[src/rtl/str_streamer_pkg.sv]
// Shared types and character constants for the string streamer.
package str_streamer_pkg;

    typedef enum logic [1:0] {IDLE, CHAR, TERM, LF} state_t;

    localparam logic [7:0] CHAR_CR = 8'h0D;
    localparam logic [7:0] CHAR_LF = 8'h0A;

endpackage

[src/rtl/str_streamer.sv]
// Streams a latched packed string one character per transfer, then a terminator
// (and optional LF), over a valid/ready interface with registered outputs.
module str_streamer
    import str_streamer_pkg::*;
#(
    parameter int                N_CHARS   = 8,
    parameter int                CHAR_W    = 8,
    parameter logic [CHAR_W-1:0] TERM_CHAR = CHAR_W'(CHAR_CR),
    parameter bit                ADD_LF    = 1'b0,
    parameter bit                SKIP_NUL  = 1'b1
) (
    input  logic                      clk,
    input  logic                      rst,
    input  logic                      start,
    input  logic [N_CHARS*CHAR_W-1:0] str_in,
    output logic [CHAR_W-1:0]         out_data,
    output logic                      out_valid,
    input  logic                      out_ready,
    output logic                      busy,
    output logic                      done
);

    localparam int               IDX_W = (N_CHARS > 1) ? $clog2(N_CHARS) : 1;
    localparam logic [IDX_W-1:0] LAST  = IDX_W'(N_CHARS - 1);

    state_t                           state, state_n;
    logic [IDX_W-1:0]                 idx, idx_n, idx_inc;
    logic [N_CHARS-1:0][CHAR_W-1:0]   shadow, shadow_n;
    logic [CHAR_W-1:0]                data_n, char0, char_nxt;
    logic                             valid_n, done_n, xfer;

    function automatic logic skip(input logic [CHAR_W-1:0] c);
        return SKIP_NUL && (c == '0);
    endfunction

    assign xfer     = out_valid && out_ready;
    assign idx_inc  = idx + IDX_W'(1);
    assign char0    = str_in[CHAR_W-1:0];
    assign char_nxt = shadow[idx_inc];
    assign busy     = (state != IDLE);

    // out_data/out_valid always hold the character at idx; valid low in CHAR marks a skip cycle
    always_comb begin
        state_n  = state;
        idx_n    = idx;
        shadow_n = shadow;
        data_n   = out_data;
        valid_n  = out_valid;
        done_n   = 1'b0;
        case (state)
            IDLE: begin
                if (start) begin
                    state_n  = CHAR;
                    shadow_n = str_in;
                    idx_n    = '0;
                    data_n   = char0;
                    valid_n  = !skip(char0);
                end
            end
            CHAR: begin
                if (xfer || !out_valid) begin
                    if (idx == LAST) begin
                        state_n = TERM;
                        data_n  = TERM_CHAR;
                        valid_n = 1'b1;
                    end else begin
                        idx_n   = idx_inc;
                        data_n  = char_nxt;
                        valid_n = !skip(char_nxt);
                    end
                end
            end
            TERM: begin
                if (xfer) begin
                    if (ADD_LF) begin
                        state_n = LF;
                        data_n  = CHAR_W'(CHAR_LF);
                        valid_n = 1'b1;
                    end else begin
                        state_n = IDLE;
                        valid_n = 1'b0;
                        done_n  = 1'b1;
                    end
                end
            end
            LF: begin
                if (xfer) begin
                    state_n = IDLE;
                    valid_n = 1'b0;
                    done_n  = 1'b1;
                end
            end
            default: begin
                state_n = IDLE;
                valid_n = 1'b0;
            end
        endcase
    end

    always_ff @(posedge clk) begin
        if (rst) begin
            state     <= IDLE;
            idx       <= '0;
            shadow    <= '0;
            out_data  <= '0;
            out_valid <= 1'b0;
            done      <= 1'b0;
        end else begin
            state     <= state_n;
            idx       <= idx_n;
            shadow    <= shadow_n;
            out_data  <= data_n;
            out_valid <= valid_n;
            done      <= done_n;
        end
    end

endmodule

[config.mk]
export PLATFORM = sky130hd
export DESIGN_NAME = str_streamer
export DESIGN_NICKNAME = d
export VERILOG_FILES = /design/src/rtl/str_streamer_pkg.sv /design/src/rtl/str_streamer.sv
export SDC_FILE = /design/constraint.sdc
export NUM_CORES = 1
export LEC_CHECK = 0
export ABC_AREA = 1
export BUFFER_PORTS_ARGS = -buffer_cell sky130_fd_sc_hd__buf_2
export CORE_ASPECT_RATIO = 0.6
export CORE_UTILIZATION = 23
export CTS_BUF_LIST = sky130_fd_sc_hd__clkbuf_8
export CTS_CLUSTER_DIAMETER = 120
export DETAILED_ROUTE_END_ITERATION = 16
export PLACE_DENSITY = 0.52
export REMOVE_ABC_BUFFERS = 1
export SETUP_SLACK_MARGIN = 0.1
export SLEW_MARGIN = 25
export SYNTH_ARGS = -nofsm -noshare
export SYNTH_HDL_FRONTEND = slang
export SYNTH_SLANG_ARGS = --single-unit
[constraint.sdc]
create_clock -name clk -period 2.85 [get_ports clk]
set_input_delay 0.285 -clock clk [delete_from_list [all_inputs] [get_ports clk]]
set_output_delay 0.285 -clock clk [all_outputs]
set_load 0.01 [all_outputs]
# Yosys cells after proc, flatten, opt, wreduce, memory -nomap -nowiden
# Index checks and enable logic that the tools add are counted.
# word_totals
reg_bits,79
input_bits,68
output_inout_bits,11
# op_classes
reduce_logical,17
add_sub_neg,1
n_bitwise,1
magnitude_cmp,1
eq_ne,9
muxes,21
# ops
op,count
$mux 8,4
$bmux 8 s3,1
$logic_not 8->1,2
$pmux 8 s2,1
$mux 3,3
$mux 2,4
$ne 2x2->1 const B,4
$reduce_and 4->1,2
$pmux 2 s3,1
$pmux 3 s2,1
$reduce_and 3->1,2
$mux 1,5
$eq 2x2->1 const B,2
$lt 3x4->1 const B,1
$reduce_bool 2->1,2
$reduce_or 2->1,2
$add 3x1->3 const B,1
$eq 3x3->1 const B,1
$logic_not 1->1,3
$pmux 1 s3,1
$eq 2x1->1 const B,1
$logic_not 2->1,1
$ne 2x1->1 const B,1
$reduce_and 2->1,1
3 further kinds,3

# Logic depth before layout (Yosys ltp)
# depth
ltp_word,8
depth_mapped,12

# Least setup slack after synthesis
# Ideal clock, no wire load.
# synth_path
path_kind,register to register
start,register idx[0]
end,register out_valid
setup_slack_ns,1.199
arrival_ns,1.530
path_buffers,1
setup_time_ns,0.122
path_stages_with_launch,12
cell_sequence,dfxtp_1 ha_1 ha_1 buf_2 inv_1 nand3_1 nand2_1 nand2_1 nor2_1 nand3_1 nand2_1 a21oi_2
# synth_between
elab_chain_len,8
# synth_lines
item,line_no,text
from (decl),str_streamer.sv:27,"logic [IDX_W-1:0] idx, idx_n, idx_inc;"
from (signal assigned),str_streamer.sv:110,idx <= idx_n;
$add 3x1->3,str_streamer.sv:37,assign idx_inc = idx + IDX_W'(1);
$bmux 8 s3,str_streamer.sv:39,assign char_nxt = shadow[idx_inc];
$mux 8 (implied by the code),str_streamer.sv:39,
$logic_not 8->1,str_streamer.sv:33,return SKIP_NUL && (c == '0);
$logic_not 1->1,str_streamer.sv:69,valid_n = !skip(char_nxt);
$mux 1 (*),str_streamer.sv:62,if (idx == LAST) begin
$mux 1 (*),str_streamer.sv:61,if (xfer || !out_valid) begin
$pmux 1 s3 (*),str_streamer.sv:50,case (state)
to (signal assigned),str_streamer.sv:113,out_valid <= valid_n;
to (decl),str_streamer.sv:17,"output logic out_valid,"
# Every way passes the cells marked *; elsewhere a longest branch is shown, timed or not. The select of a mux whose other input is x is not followed.
# A chain may end at the register's enable or synchronous reset.

# Worst setup path after layout
# layout_path
start,register state[1]
end,register shadow[43] in the netlist's numbering
# layout_between
elab_chain_len,2
# layout_lines
item,line_no,text
from (decl),str_streamer.sv:26,"state_t state, state_n;"
from (signal assigned),str_streamer.sv:109,state <= state_n;
$logic_not 2->1,str_streamer.sv:50,
$reduce_and 2->1 (no source line),-,
to (signal assigned),str_streamer.sv:111,shadow <= shadow_n;
to (decl),str_streamer.sv:28,"logic [N_CHARS-1:0][CHAR_W-1:0] shadow, shadow_n;"
# Every way passes these cells.

==> impl_metrics.toml <==
[sta]
finalSetupViolations = 0
slew_headroom = 0.3985
finalHoldViolCount = 0
tns_ns = 0
worst_clock_skew_ns = 0.007904
tightestPinTransition_ns = 0.9022
post-route-period-util = 0.6858
fin_ws_ns = 0.8956
clock.fmax_mhz = 511.7
rsz0062_at_grt = "no"
maxSlewViolCount = 0
min_period_ns = 1.954

[floorplan]
die-area_um2 = 16310
start_util = 0.2362
io_pins = 79
die_x_um = 164.2
core_area_um2 = 15370
die_height_um = 99.33
row_count = 35

[route]
wl_met3_um = 714
drc = 0
wl_met1_mm = 5.955
drtIter0Drc = 227
viasPerCell = 4.284
wl_per_cell_um = 13.36
routed_wl_mm = 10.53
first_pass_iters = 5
met2WireLength_mm = 3.807
ant_nets = 0
vias = 3376
top_layer_used = "met4"

[setup_path]
critPathKind = "reg2reg"
path_max_fanout = 101
required_ns = 3.08
cp.arrival_ns = 2.18
r2r_start = "state[1]"
rr_endpoint = "shadow[43]"
reg2reg_slack_ns = 0.90
ff2ff_path_depth = 6
cp-end-kind = "flop"
critPathLaunchType = "flop"

[finish]
multi_input_area_um2 = 1619
layout_common_cells = "nand2_1 (86), o21ai_0 (80), dfxtp_1 (79), buf_2 (78), nor2_1 (62)"
n_antenna_cell = 0
final_nets = 650
drive_gt1_frac = 0.1880
area_growth_pct = 18.30
regArea_um2 = 1582
mostFrequentLayoutCell = "nand2_1"
n_fill_cell = 1758

[min_path]
hold_path_depth = 3
min_path_type = "in2reg"
min_from = "str_in[36]"
hold-path-endpoint = "shadow[36]"

[yosys]
ys_ff_latch = 79
ys_seq_area_frac = 0.4356
syn_area_um2 = 3631
synth_top_area_cell = "dfxtp_1"
synth.distinct_cells = 24
netlist.area_leader.share = 0.4356
syn_avg_cell_area_um2 = 7.010
synth_warnings = 0
synthTopCellsByArea = "dfxtp_1 (44%), o21ai_0 (11%), nand2_1 (8.9%), a21oi_1 (7.3%), nor2_1 (6.4%)"
syn_inst = 518

[power]
peakVddDrop_mv = 0.1938
p_leak_uw = 0.001917
p_clk_frac = 0.314
swShare = 0.3097
combPwrFrac = 0.191
seqPwrFrac = 0.495
power_per_cell_area_nw_per_um2 = 580.8
p_int_uw = 1722
power.switching_uw = 772.7

[job]
cap_violations = 0

[global_routing]
antenna_found_initial = 0
gr-total-overflow = 0
groute.usage.overall = 0.1355
grt_pass1_vias = 3189
grt_pass1_wl_mm = 16.83
grt_max_degree = 102

[cts]
cts_root_buf = "clkbuf_8"
ctsHoldBuffers = 0
ctsResizeCount = 0
cts_buffers = 9
clock_sinks = 79
post_cts_buffers = 0
htreeDepth = 3
cts.path.max_buffers = 2
clk-insertion-delay-late_ns = 0.37
tritoncts = "built"
clkTransAtPathRegs_ns = 0.08

[placed_design]
dp_hpwl_mm = 7.195
gp_congestion = 0.7680
pre_cts_ws_ns = 0.8738
io_buffer_count = 78

[status]
outcome = "finished, final reports clean"
-- registers in the layout, summed over array words and instances (netlist names) --
| name | count |
|---|---|
| out_data | 8 |
| out_valid | 1 |
| done | 1 |
| state | 2 |
| idx | 3 |
| shadow | 64 |
-- cell usage after synthesis --
cell       n
a31oi_1    5
nand2_1   86
dfxtp_1   79
o211ai_1   2
inv_2      1
clkbuf_2   1
nor2_1    62
o21ai_1   10
inv_4      3
buf_4      4
nand3_1   41
nor4_1     2
inv_1     53
a21oi_2    1
nor2_8     1
clkbuf_1  13
nor2_2     2
o21ai_0   80
nand2_2    1
nand2_4    1
a21oi_1   53
ha_1       2
buf_6      8
buf_2      7
-- power by group through the flow --
stage / Sequential (µW) / Clock (µW) / Combinational, µW
6_report: 1230 / 784 / 476
4_1_cts: 1230 / 805 / 479
3_5_place_dp: 1260 / 0 / 474
3_3_place_gp: 1260 / 0 / 473
5_1_grt: 1240 / 856 / 551
2_1_floorplan: 1270 / 0 / 285
-- per-stage QoR --
step | power (µW) | cells | utilization | instance area [µm²] | hold slack (ns)
floorplan | 1551 | 485 | - | 3422 | 0.3541
finish | 2495 | 788 | 0.2794 | 4295 | 0.1444
global route | 2650 | 788 | 0.2794 | 4295 | 0.1325
CTS | 2518 | 788 | 0.2794 | 4295 | 0.1291
detailed placement | 1733 | 772 | 0.2675 | 4111 | 0.4374
global placement | 1733 | 772 | 0.2675 | 4111 | 0.4417
-- layer usage --
metal,track usage,vias to the layer above
li1,-,1808
met1,0.2107,1470
met2,0.1795,91
met3,0.03920,7
met4,0.02564,0
met5,0,-
-- how the worst max path moves through the flow --
stage                        start          end  slack (ns)  cells past startpoint
final                     state[1]   shadow[43]        0.90                      6
after CTS                 state[1]  out_data[5]        0.86                      7
after detailed placement     start  out_data[4]        0.87                      7
after global placement       start  out_data[5]        0.91                      7
after floorplan             idx[0]    out_valid        0.47                     10
after global routing      state[1]  out_data[2]        0.65                      7
-- critical path, stage by stage, from the launching register on --
cell and delay [ns]:
dfxtp_1 0.34, nor2_2 0.14, inv_2 0.08, nor2_8 0.29, inv_4 0.34, o21ai_0 0.46, a21oi_1 0.07
-- cells by family (layout without fill, tap and decap cells) --
family,count (synthesis),count (layout),synth area share
buf+inv,90,157,0.1185
fa+ha+maj,2,2,0.006891
compound gates,151,151,0.2123
flops,79,79,0.4356
simple gates,196,196,0.2267
-- area by class of cell --
class | instances | area share
Clock buffer | 11 | 0.03525
Clock inverter | 5 | 0.007574
Inverter | 57 | 0.05156
Multi-Input combinational cell | 349 | 0.3769
Sequential cell | 79 | 0.3682
Tap cell | 203 | 0.05913
Timing Repair Buffer | 84 | 0.1014
Note: power is estimated with default switching activity, not from simulation.
